<file path="src/rtl/data_memory_arbiter.sv">
// data_memory_arbiter: two-requester round-robin arbiter with lockable grants
// in front of a single-port data memory with combinational read data.
module data_memory_arbiter #(
    parameter int unsigned AW       = 32,
    parameter int unsigned DW       = 32,
    parameter int unsigned LOCK_MAX = 4
) (
    input  logic          clk,
    input  logic          rst,
    input  logic          m0_req,
    input  logic          m0_we,
    input  logic          m0_lock,
    input  logic [AW-1:0] m0_addr,
    input  logic [DW-1:0] m0_wdata,
    output logic          m0_gnt,
    output logic          m0_rvalid,
    output logic [DW-1:0] m0_rdata,
    input  logic          m1_req,
    input  logic          m1_we,
    input  logic          m1_lock,
    input  logic [AW-1:0] m1_addr,
    input  logic [DW-1:0] m1_wdata,
    output logic          m1_gnt,
    output logic          m1_rvalid,
    output logic [DW-1:0] m1_rdata,
    output logic          mem_WE,
    output logic [AW-1:0] mem_A,
    output logic [DW-1:0] mem_WD,
    input  logic [DW-1:0] mem_RD
);

    localparam int unsigned CW = $clog2(LOCK_MAX + 1);

    typedef enum logic [1:0] {
        IDLE = 2'd0,
        OWN0 = 2'd1,
        OWN1 = 2'd2
    } state_e;

    state_e        state_q, state_d;
    logic [CW-1:0] cnt_q, cnt_d;
    logic          last_q, last_d;
    logic [1:0]    rvalid_q, rvalid_d;
    logic [DW-1:0] rdata0_q, rdata0_d;
    logic [DW-1:0] rdata1_q, rdata1_d;

    logic          win0, win1;
    logic          lock_gnt;
    logic          same_own;
    logic [CW-1:0] cnt_inc;

    // Arbitration: the lock owner wins while it requests, otherwise round-robin on ties.
    always_comb begin
        win0 = 1'b0;
        win1 = 1'b0;
        if (state_q == OWN0 && m0_req) begin
            win0 = 1'b1;
        end else if (state_q == OWN1 && m1_req) begin
            win1 = 1'b1;
        end else if (m0_req && m1_req) begin
            win0 = last_q;
            win1 = ~last_q;
        end else begin
            win0 = m0_req;
            win1 = m1_req;
        end
    end

    // Grants and memory port; reset kills them immediately, without waiting for an edge.
    always_comb begin
        m0_gnt = win0 & rst;
        m1_gnt = win1 & rst;
        mem_WE = 1'b0;
        mem_A  = '0;
        mem_WD = '0;
        if (m0_gnt) begin
            mem_WE = m0_we;
            mem_A  = m0_addr;
            mem_WD = m0_wdata;
        end else if (m1_gnt) begin
            mem_WE = m1_we;
            mem_A  = m1_addr;
            mem_WD = m1_wdata;
        end
    end

    // Lock FSM next state: count consecutive locked grants, release at LOCK_MAX.
    always_comb begin
        state_d  = IDLE;
        cnt_d    = '0;
        last_d   = last_q;
        lock_gnt = (win0 & m0_lock) | (win1 & m1_lock);
        same_own = (win0 && state_q == OWN0) || (win1 && state_q == OWN1);
        cnt_inc  = (same_own ? cnt_q : CW'(0)) + CW'(1);
        if (win0) begin
            last_d = 1'b0;
        end
        if (win1) begin
            last_d = 1'b1;
        end
        if (lock_gnt && (cnt_inc < CW'(LOCK_MAX))) begin
            state_d = win0 ? OWN0 : OWN1;
            cnt_d   = cnt_inc;
        end
    end

    // Read capture: latch memory data for the granted reader and flag it for one cycle.
    always_comb begin
        rvalid_d = {win1 & ~m1_we, win0 & ~m0_we};
        rdata0_d = rvalid_d[0] ? mem_RD : rdata0_q;
        rdata1_d = rvalid_d[1] ? mem_RD : rdata1_q;
    end

    // State registers.
    always_ff @(posedge clk or negedge rst) begin
        if (!rst) begin
            state_q  <= IDLE;
            cnt_q    <= '0;
            last_q   <= 1'b1;
            rvalid_q <= '0;
            rdata0_q <= '0;
            rdata1_q <= '0;
        end else begin
            state_q  <= state_d;
            cnt_q    <= cnt_d;
            last_q   <= last_d;
            rvalid_q <= rvalid_d;
            rdata0_q <= rdata0_d;
            rdata1_q <= rdata1_d;
        end
    end

    assign m0_rvalid = rvalid_q[0];
    assign m1_rvalid = rvalid_q[1];
    assign m0_rdata  = rdata0_q;
    assign m1_rdata  = rdata1_q;

endmodule

</file>
<file path="config.mk">
export PLATFORM = sky130hd
export DESIGN_NAME = data_memory_arbiter
export DESIGN_NICKNAME = d
export VERILOG_FILES = /design/src/rtl/data_memory_arbiter.sv
export SDC_FILE = /design/constraint.sdc
export NUM_CORES = 1
export LEC_CHECK = 0
export BUFFER_PORTS_ARGS = -buffer_cell sky130_fd_sc_hd__buf_2
export CAP_MARGIN = 30
export CORE_AREA = 2 2 115 117
export DETAILED_ROUTE_END_ITERATION = 16
export DIE_AREA = 0 0 117 119
export PLACE_DENSITY = 0.72
export SLEW_MARGIN = 30
export SYNTH_ARGS = -nofsm -noshare
export SYNTH_HDL_FRONTEND = slang
export SYNTH_SLANG_ARGS = --single-unit
</file>
<file path="constraint.sdc">
create_clock -name clk -period 2.67 [get_ports clk]
set_input_delay 0.4005 -clock clk [delete_from_list [all_inputs] [get_ports clk]]
set_output_delay 0.4005 -clock clk [all_outputs]
set_load 0.05 [all_outputs]
</file>
; ---- Yosys cells after proc, flatten, opt, wreduce, memory -nomap -nowiden
; Cells that the tools add are included.
[classes]
addsub = 1
n_lt_le_gt_ge = 1
eq_ne = 2
muxes = 18
n_bitwise = 10
n_reduce_logical = 8
[ops]
columns = cell, n
row1 = $mux 32, 4
row2 = $mux 1, 10
row3 = $and 1x1->1, 6
row4 = $logic_and 1x1->1, 6
row5 = $mux 3, 2
row6 = $mux 2, 2
row7 = $add 3x1->3 const B, 1
row8 = $lt 3x3->1 const B, 1
row9 = $not 1->1, 3
row10 = $eq 2x1->1 const B, 1
row11 = $eq 2x2->1 const B, 1
row12 = $reduce_bool 2->1, 1
row13 = $logic_or 1x1->1, 1
row14 = $or 1x1->1, 1
[totals]
register_bits = 72
inputBits = 168

; ---- Logic depth before layout (Yosys ltp)
; Gate-level depths: netlist of the first run.
[depth]
word_depth = 11
mapped_depth = 7

; ---- Least setup slack after synthesis of the first run
; No wires, ideal clock.
[synth_path]
path_type = reg-to-output
startpoint = register last_q
endpoint = output port mem_A[10]
arrival_ns = 2.216
required_ns = 2.270
setup_slack_ns = 0.054
path_stages_with_launch = 5
cell_sequence = dfstp_2 > nor2b_1 > o2111a_1 > clkbuf_1 > a22o_1
[synth_between]
elab_cells_between_ends = 11
cone_classes = mux (8) / bitwise (3)
[synth_lines]
columns = item, line_no
row1 = start: declaration, 42  ; logic last_q, last_d;
row2 = start signal: assignment, 126  ; last_q <= last_d;
row3 = $mux 1, 60  ; end else if (m0_req && m1_req) begin
row4 = $mux 1, 58  ; end else if (state_q == OWN1 && m1_req) begin
row5 = $mux 1, 56  ; if (state_q == OWN0 && m0_req) begin
row6 = $and 1x1->1, 71  ; m0_gnt = win0 & rst;
row7 = net m0_gnt, 15  ; output logic m0_gnt,
row8 = $mux 32, 76  ; if (m0_gnt) begin
row9 = end: declaration, 27  ; output logic [AW-1:0] mem_A,
; The timed path passes the listed nets, and every way through them passes these cells.

; ---- Worst setup path in the final report of the first run
[layout_path]
startpoint = register state_q[1]
endpoint = output port mem_A[7]
[layout_between]
elab_chain_len = 7
elab_cells_between_ends = 12
cone_classes = eq/ne (2) / mux (6) / bitwise (2) / reduce/logical (2)
[layout_rtl]
columns = item, line_no
row1 = start: declaration, 40  ; state_e state_q, state_d;
row2 = start signal: assignment, 124  ; state_q <= state_d;
row3 = $eq 2x2->1, 58
row4 = $logic_and 1x1->1, 58
row5 = $mux 1, 58
row6 = $mux 1, 56
row7 = $and 1x1->1, 72  ; m1_gnt = win1 & rst;
row8 = $mux 32, 80  ; end else if (m1_gnt) begin
row9 = $mux 32 (*), 76
; Mark *: on every way between the ends. The rest lies on a longest branch, timed or not.

==> parameters.txt, run 1 <==
Parameter                              Value

Status
  Outcome ... finished, final reports clean

Route
  Drt via density ... roughly 5
  First-iteration detailed-routing DRC count ... around 290
  Detailed-route DRC error count ... 0
  Post-detailed-route count of antenna-violating nets ... 0
  Number of search-and-repair iterations in the first detailed-routing pass ... 5
  Count of vias placed by the detailed router ... approximately 3700
  Routed wire length ... around 16000 um
  Routed WL per cell ... around 21 um

Layout
  Total Nets Final ... ~730
  Fraction of layout cells with a size suffix above 1 ... 0.6966
  Fillcell total ... 1202
  Syn-to-layout area delta ... 64.00%
  Final core utilization ... 0.4627

Clocking
  Clock tree buffer depth ... 2
  Clock-pin slew on the worst setup and hold paths ... approximately 60 ps
  H-tree level count ... 3
  Root buffer selected by CTS ... clkbuf_16
  Number of buffers added by the clock tree synthesis step ... 9
  TritonCTS clock tree ... built
  Worst-Skew Late Latency ... 330 ps
  Clock Sinks ... 72

Placement
  Detailed Place HPWL ... about 12000 um
  GPL Wtd Cong ... 0.9164
  Number of I/O port buffers ... 300

Global routing
  Combined global-route utilization of all metal layers ... 0.2039
  Global route total overflow ... 0
  Initial antenna violation count ... 2
  Pin count of the biggest net entering global routing ... slightly above 70
  Via count of the first global-routing pass ... about 3500
  Global-route wire length before repair ... between 20000 and 25000 um

STA
  Pin slew with the least headroom to its limit ... about 640 ps
  FMAX ... about 0.38 GHz
  Max Slew Vio Count ... 0
  TNS Setup ... 0 ps
  Final hold violation count ... 0
  Final worst path period need ... between 2000 and 3000 ps
  Worst Clk Skew ... approximately 11 ps
  Setup-failing EPs final ... 0
  Share of the clock period used by the worst path ... 0.9833
  Max-slew headroom ... 0.5745

Yosys
  Total standard cell area after synthesis ... 3632 um^2
  Async set or reset register ratio after synthesis ... 1.000
  Synthesized area per cell ... ~14 um^2
  Number of synthesized flops with an enable pin ... 0
  Synth Net Count ... around 430
  Sequential element share of the synthesized area ... 0.4964
  Mapped Cells ... about 260
  Total number of yosys warnings ... 0
  Number of storage elements in the synthesis netlist ... between 70 and 80
  Leading cell type by number of instances after synthesis ... dfrtp_1
  Post-synth cell types ... 34
  Largest cells by area after synthesis ... dfrtp_1 (49%), a22o_1 (16%), mux2_4 (12%), mux2_2 (11%), buf_6 (1.2%)
  Largest area contributor in the netlist ... dfrtp_1
  Area share of the largest cell type after synthesis ... 0.4891
  Dominant register cell in the synthesized netlist ... dfrtp_1
  Commonest cells in the synthesized netlist ... dfrtp_1 (71), a22o_1 (65), mux2_2 (35)

Floorplan
  Y dimension of the die ... 119 um
  CORE AREA ... 12870 um^2
  Boundary pin count ... 301
  Std-Cell Rows ... 42
  Horizontal extent of the die ... ~120 um
  Overall die area ... 13920 um^2
  Initial core utilization ... 0.2821

Setup path
  Crit path launch type ... register
  Kind of critical path ... register to primary output
  Data required time at the worst endpoint ... 2270 ps
  Critical Path Sink Type ... primary output
  Maximum net fanout on the critical path ... 33
  Worst path arrival time ... ~2200 ps

Pwr
  Static leakage ... ~3.1 nW
  Pwr per Cell Area ... approximately 850 nW/um^2
  VDD IR-drop max ... about 0.57 mV

Worst hold path
  Kind of path behind the tightest hold check ... primary input to register

Run
  Number of violations of the max-capacitance limit ... 0
==> area by class of cell <==
cell class / instances / area, um^2 / share of cell area
Timing Repair Buffer: 310 / 1921 / 0.3224
Sequential cell: 72 / 1803 / 0.3027
Multi-Input combinational cell: 161 / 1693 / 0.2842
Clock buffer: 9 / 225.2 / 0.03781
Tap cell: 176 / 220.2 / 0.03697
Clock inverter: 7 / 55.05 / 0.009242
Inverter: 8 / 30.03 / 0.005041
Antenna cell: 4 / 10.01 / 0.001680
==> layout by cell type, fill, tap and decap left out, types with 2 or more instances in the layout <==
cell type and count:
mux2_2 35, nor3_1 2, inv_6 2, clkinv_4 2, diode_2 4, buf_2 242
mux2_4 29, a2111oi_0 3, a22o_1 64, clkinvlp_4 2, buf_4 37, buf_12 14
nand2b_1 2, inv_1 8, clkbuf_16 10, a21boi_0 2, and4b_1 2, clkbuf_4 14
nand3b_1 3, dfrtp_1 71
==> worst max-delay path, cell delays in order (launching register included) <==
cell	delay, ps
dfrtp_1	440
and3b_1	280
a2111oi_4	320
buf_4	200
clkbuf_16	220
a22o_1	180
clkbuf_4	240
==> path summary, 6_finish.rpt <==
| check | start | end | slack, ps | cells past startpoint |
|---|---|---|---|---|
| min reg2reg | m0_rdata[0] | m0_rdata[0] | 500 | 1 |
| max | state_q[1] | mem_A[7] | 40 | 6 |
| max in group asynchronous | rst | m0_rdata[26] | 1420 | 3 |
| min | mem_RD[1] | m1_rdata[1] | 320 | 2 |
| min in group asynchronous | rst | state_q[0] | 450 | 2 |
| max reg2reg | state_q[1] | m1_rdata[26] | 650 | 4 |
==> repair_timing <==
action / 4_1_cts / 5_1_grt
setup buffers: 0 / 1
setup endpoints to repair: 8 / 64
hold buffers: 1 / 0
gates resized for setup: 8 / 64
gates cloned: 0 / 1
endpoints found under the hold margin: 1 / 0
==> kinds of logic (layout without fill, tap and decap cells) <==
family	Yosys count	in the layout	share of synthesized area
adders and majority gates	1	1	0.003444
AOI/OAI and AO/OA	81	81	0.1974
and+or+nand+nor	14	14	0.02618
DFF	72	72	0.4964
muxes	64	64	0.2284
buffers and inverters	30	334	0.04719
other	1	5	0.001032
==> report_power, final <==
group	total (mW)	internal, mW	switching (mW)	leakage [nW]
sequential	1.49	1.35	0.141	0.853
clock	1.10	0.636	0.468	0.132
combinational	2.48	0.777	1.70	2.14
total	5.07	2.76	2.31	3.13
==> stage by stage <==
| step | power (mW) | hold WS, ps | instance area, um^2 | setup slack [ps] | instances |
|---|---|---|---|---|---|
| 6_report | 5.071 | 317.3 | 5957 | 44.62 | 747 |
| 5_1_grt | 5.262 | 306.6 | 5947 | -39.81 | 743 |
| 4_1_cts | 5.070 | 300.3 | 5809 | 0.6679 | 741 |
| 3_5_place_dp | 3.927 | 211.1 | 5499 | 229.9 | 724 |
| 3_3_place_gp | 3.890 | 207.1 | 5499 | 287.3 | 724 |
| 2_1_floorplan | 3.218 | 104.9 | 3632 | 53.95 | 263 |
==> routing by layer <==
metal  GRT usage  wire length, um
met5           0               13
met1      0.2818             6659
met4     0.05147              261
met2      0.3067             7042
met3     0.06870             1628
==> state kept, by name (all words and copies together), names as in the netlist <==
| signal | count |
|---|---|
| last_q | 1 |
| state_q | 2 |
| m1_rdata | 32 |
| rvalid_q | 2 |
| m0_rdata | 32 |
| cnt_q | 3 |
Power figures use the tool's default switching activity.
==> run 2: changes to the inputs <==
--- a/constraint.sdc
+++ b/constraint.sdc
@@ -3,2 +3,2 @@
 set_output_delay 0.4005 -clock clk [all_outputs]
-set_load 0.05 [all_outputs]
+set_load 0.1 [all_outputs]
==> parameters.txt, run 2 (synthesis results as in run 1) <==
Parameter                              Value

Status
  Outcome ... finished, final reports clean

Placement
  Detailed Place HPWL ... around 12000 um
  Placement-stage cell area ... between 6000 and 7000 um^2
  Number of I/O port buffers ... 300
  Placed Cells ... about 730
  GPL Wtd Cong ... about 0.96

Clocking
  Number of buffers added by the clock tree synthesis step ... 9
  Clock tree buffer depth ... 2
  Clock-pin slew on the worst setup and hold paths ... 50 ps
  Worst-Skew Late Latency ... roughly 330 ps
  TritonCTS clock tree ... built
  Clock Sinks ... roughly 70
  Root buffer selected by CTS ... clkbuf_16
  H-tree level count ... 3

STA
  Final hold violation count ... 0
  Pin slew with the least headroom to its limit ... slightly above 800 ps
  Final worst path period need ... approximately 2600 ps
  Worst Clk Skew ... 5.719 ps
  Final Hold Slack ... ~96 ps
  Setup-failing EPs final ... 0
  Unrepaired setup endpoints after global routing ... false
  TNS Setup ... 0 ps
  Share of the clock period used by the worst path ... 0.9703
  Max Slew Vio Count ... 0
  FMAX ... approximately 0.39 GHz
  Max-slew headroom ... 0.4626

Route
  Drt via density ... approximately 4.9
  Routed wire length ... between 15000 and 20000 um
  Routed WL per cell ... 20.63 um
  Count of vias placed by the detailed router ... 3633
  Detailed-route DRC error count ... 0
  Number of search-and-repair iterations in the first detailed-routing pass ... 4
  First-iteration detailed-routing DRC count ... approximately 180
  Post-detailed-route count of antenna-violating nets ... 0

Layout
  Fillcell total ... roughly 1100
  Finished Layout Cells ... roughly 750
  Non-Filler Cell Area, Final ... 6766 um^2
  Final core utilization ... 0.5256
  Total Nets Final ... approximately 730
  Leading cell types in the layout, fill and taps excluded ... buf_2 (233), dfrtp_1 (70), buf_12 (68), a22o_2 (59), mux2_2 (35)
  Fraction of layout cells with a size suffix above 1 ... 0.8049
  Most common library cell in the layout ignoring fill and taps ... buf_2
  Syn-to-layout area delta ... 86.29%

Pwr
  Static leakage ... approximately 3.4 nW
  Seq pwr share ... 0.225
  Pwr per Cell Area ... roughly 980 nW/um^2
  Fraction of power consumed by combinational cells ... 0.609
  Clock network fraction of total power ... 0.166
  VDD IR-drop max ... between 0.7 and 0.8 mV
  Fraction of power spent switching nets ... 0.5458
  Internal power ... around 3 mW
  Net load switching power ... about 3.6 mW

Worst hold path
  Kind of path behind the tightest hold check ... primary input to asynchronous set/reset pin

Global routing
  Via count of the first global-routing pass ... roughly 3600
  Pin count of the biggest net entering global routing ... 67
  Global route total overflow ... 0
  Global-route wire length before repair ... between 20000 and 25000 um
  Initial antenna violation count ... 2
  Combined global-route utilization of all metal layers ... 0.2064

Setup path
  Kind of critical path ... register to primary output
  Worst path arrival time ... between 2000 and 2500 ps
  Crit path launch type ... register
  CP Cell Sequence ... nand2b_1 -> a2111oi_4 -> buf_4 -> clkbuf_16 -> a22o_2 -> buf_12
  Flop-to-flop setup slack ... between 700 and 800 ps
  Delay of the slowest cell on the worst path ... about 440 ps
  Data required time at the worst endpoint ... between 2000 and 2500 ps
  Critical Path Sink Type ... primary output
  Kind of cell adding the most delay to the critical path ... buffers and inverters
  CP Buf/Inv Count ... 3
  Maximum net fanout on the critical path ... 33
  Library cell contributing the largest single delay on the critical path ... dfrtp_1

Run
  Number of violations of the max-capacitance limit ... 0

Floorplan
  Horizontal extent of the die ... 117 um
  Std-Cell Rows ... 42
  Boundary pin count ... between 300 and 400
  CORE AREA ... approximately 13000 um^2
  Y dimension of the die ... between 100 and 150 um
  Overall die area ... roughly 14000 um^2
  Initial core utilization ... 0.2821
[run 2: cell types whose count changed in the layout (fill, tap and decap cells not counted), moves of 2 or more]
cell,before,now
a22o_1,64,5
a22o_2,0,59
buf_12,14,68
buf_4,37,7
clkbuf_4,14,0
buf_2,242,233
clkbuf_8,0,2
clkinv_2,1,3
diode_2,4,2
inv_6,2,0
[run 2: cell type report]
class                      count  area, um^2  area share
antenna                        2       5.005   0.0007396
clock buffer                  11       252.7     0.03735
clock inverter                 5       31.28    0.004623
inverter                       8       30.03    0.004438
multi-input combinational    161        1768      0.2613
sequential                    72        1804      0.2666
tap                          176       220.2     0.03254
timing repair buffer         312        2655      0.3924
[run 2: final timing paths]
path | from | to | cells past startpoint
hold / removal | rst | last_q | 1
max in group asynchronous | rst | m1_rdata[28] | 2
hold reg to reg | m1_rdata[4] | m1_rdata[4] | 1
setup / recovery | state_q[0] | mem_A[11] | 6
setup reg to reg | state_q[0] | m1_rdata[14] | 4
min in group clk | mem_RD[29] | m1_rdata[29] | 2
[run 2: what timing repair did]
item,in CTS,in global routing
hold endpoints to repair,5,0
cloned,0,2
setup endpoints to repair,3,60
gates resized for setup,2,3
hold buffers,1,0
setup buffers,0,1
pin swaps,0,1
[run 2: metal layers]
layer  GRT usage  wire length (um)  vias to the layer above  share of wire
met5           0                 0                        -              0
met4     0.06985               271                        0          0.018
met3     0.04936              1276                       18          0.083
met2      0.3566              7916                      187           0.51
met1      0.2490              5944                     1809           0.39
li1            -                 -                     1619              -
[run 2: stage by stage]
step	setup slack (ps)	power, mW
finish	79.17	6.653
global route	4.175	6.855
CTS	42.86	6.687
detailed placement	257.9	5.544
global placement	315.8	5.493
floorplan	26.90	4.537
[run 2: power by group through the flow]
stage	Sequential (mW)	Clock [mW]	Combinational [mW]
after floorplan	3.32	0	1.22
after global placement	1.49	0	4.01
after detailed placement	1.51	0	4.04
after CTS	1.50	1.14	4.05
after global routing	1.53	1.19	4.14
final	1.50	1.11	4.05
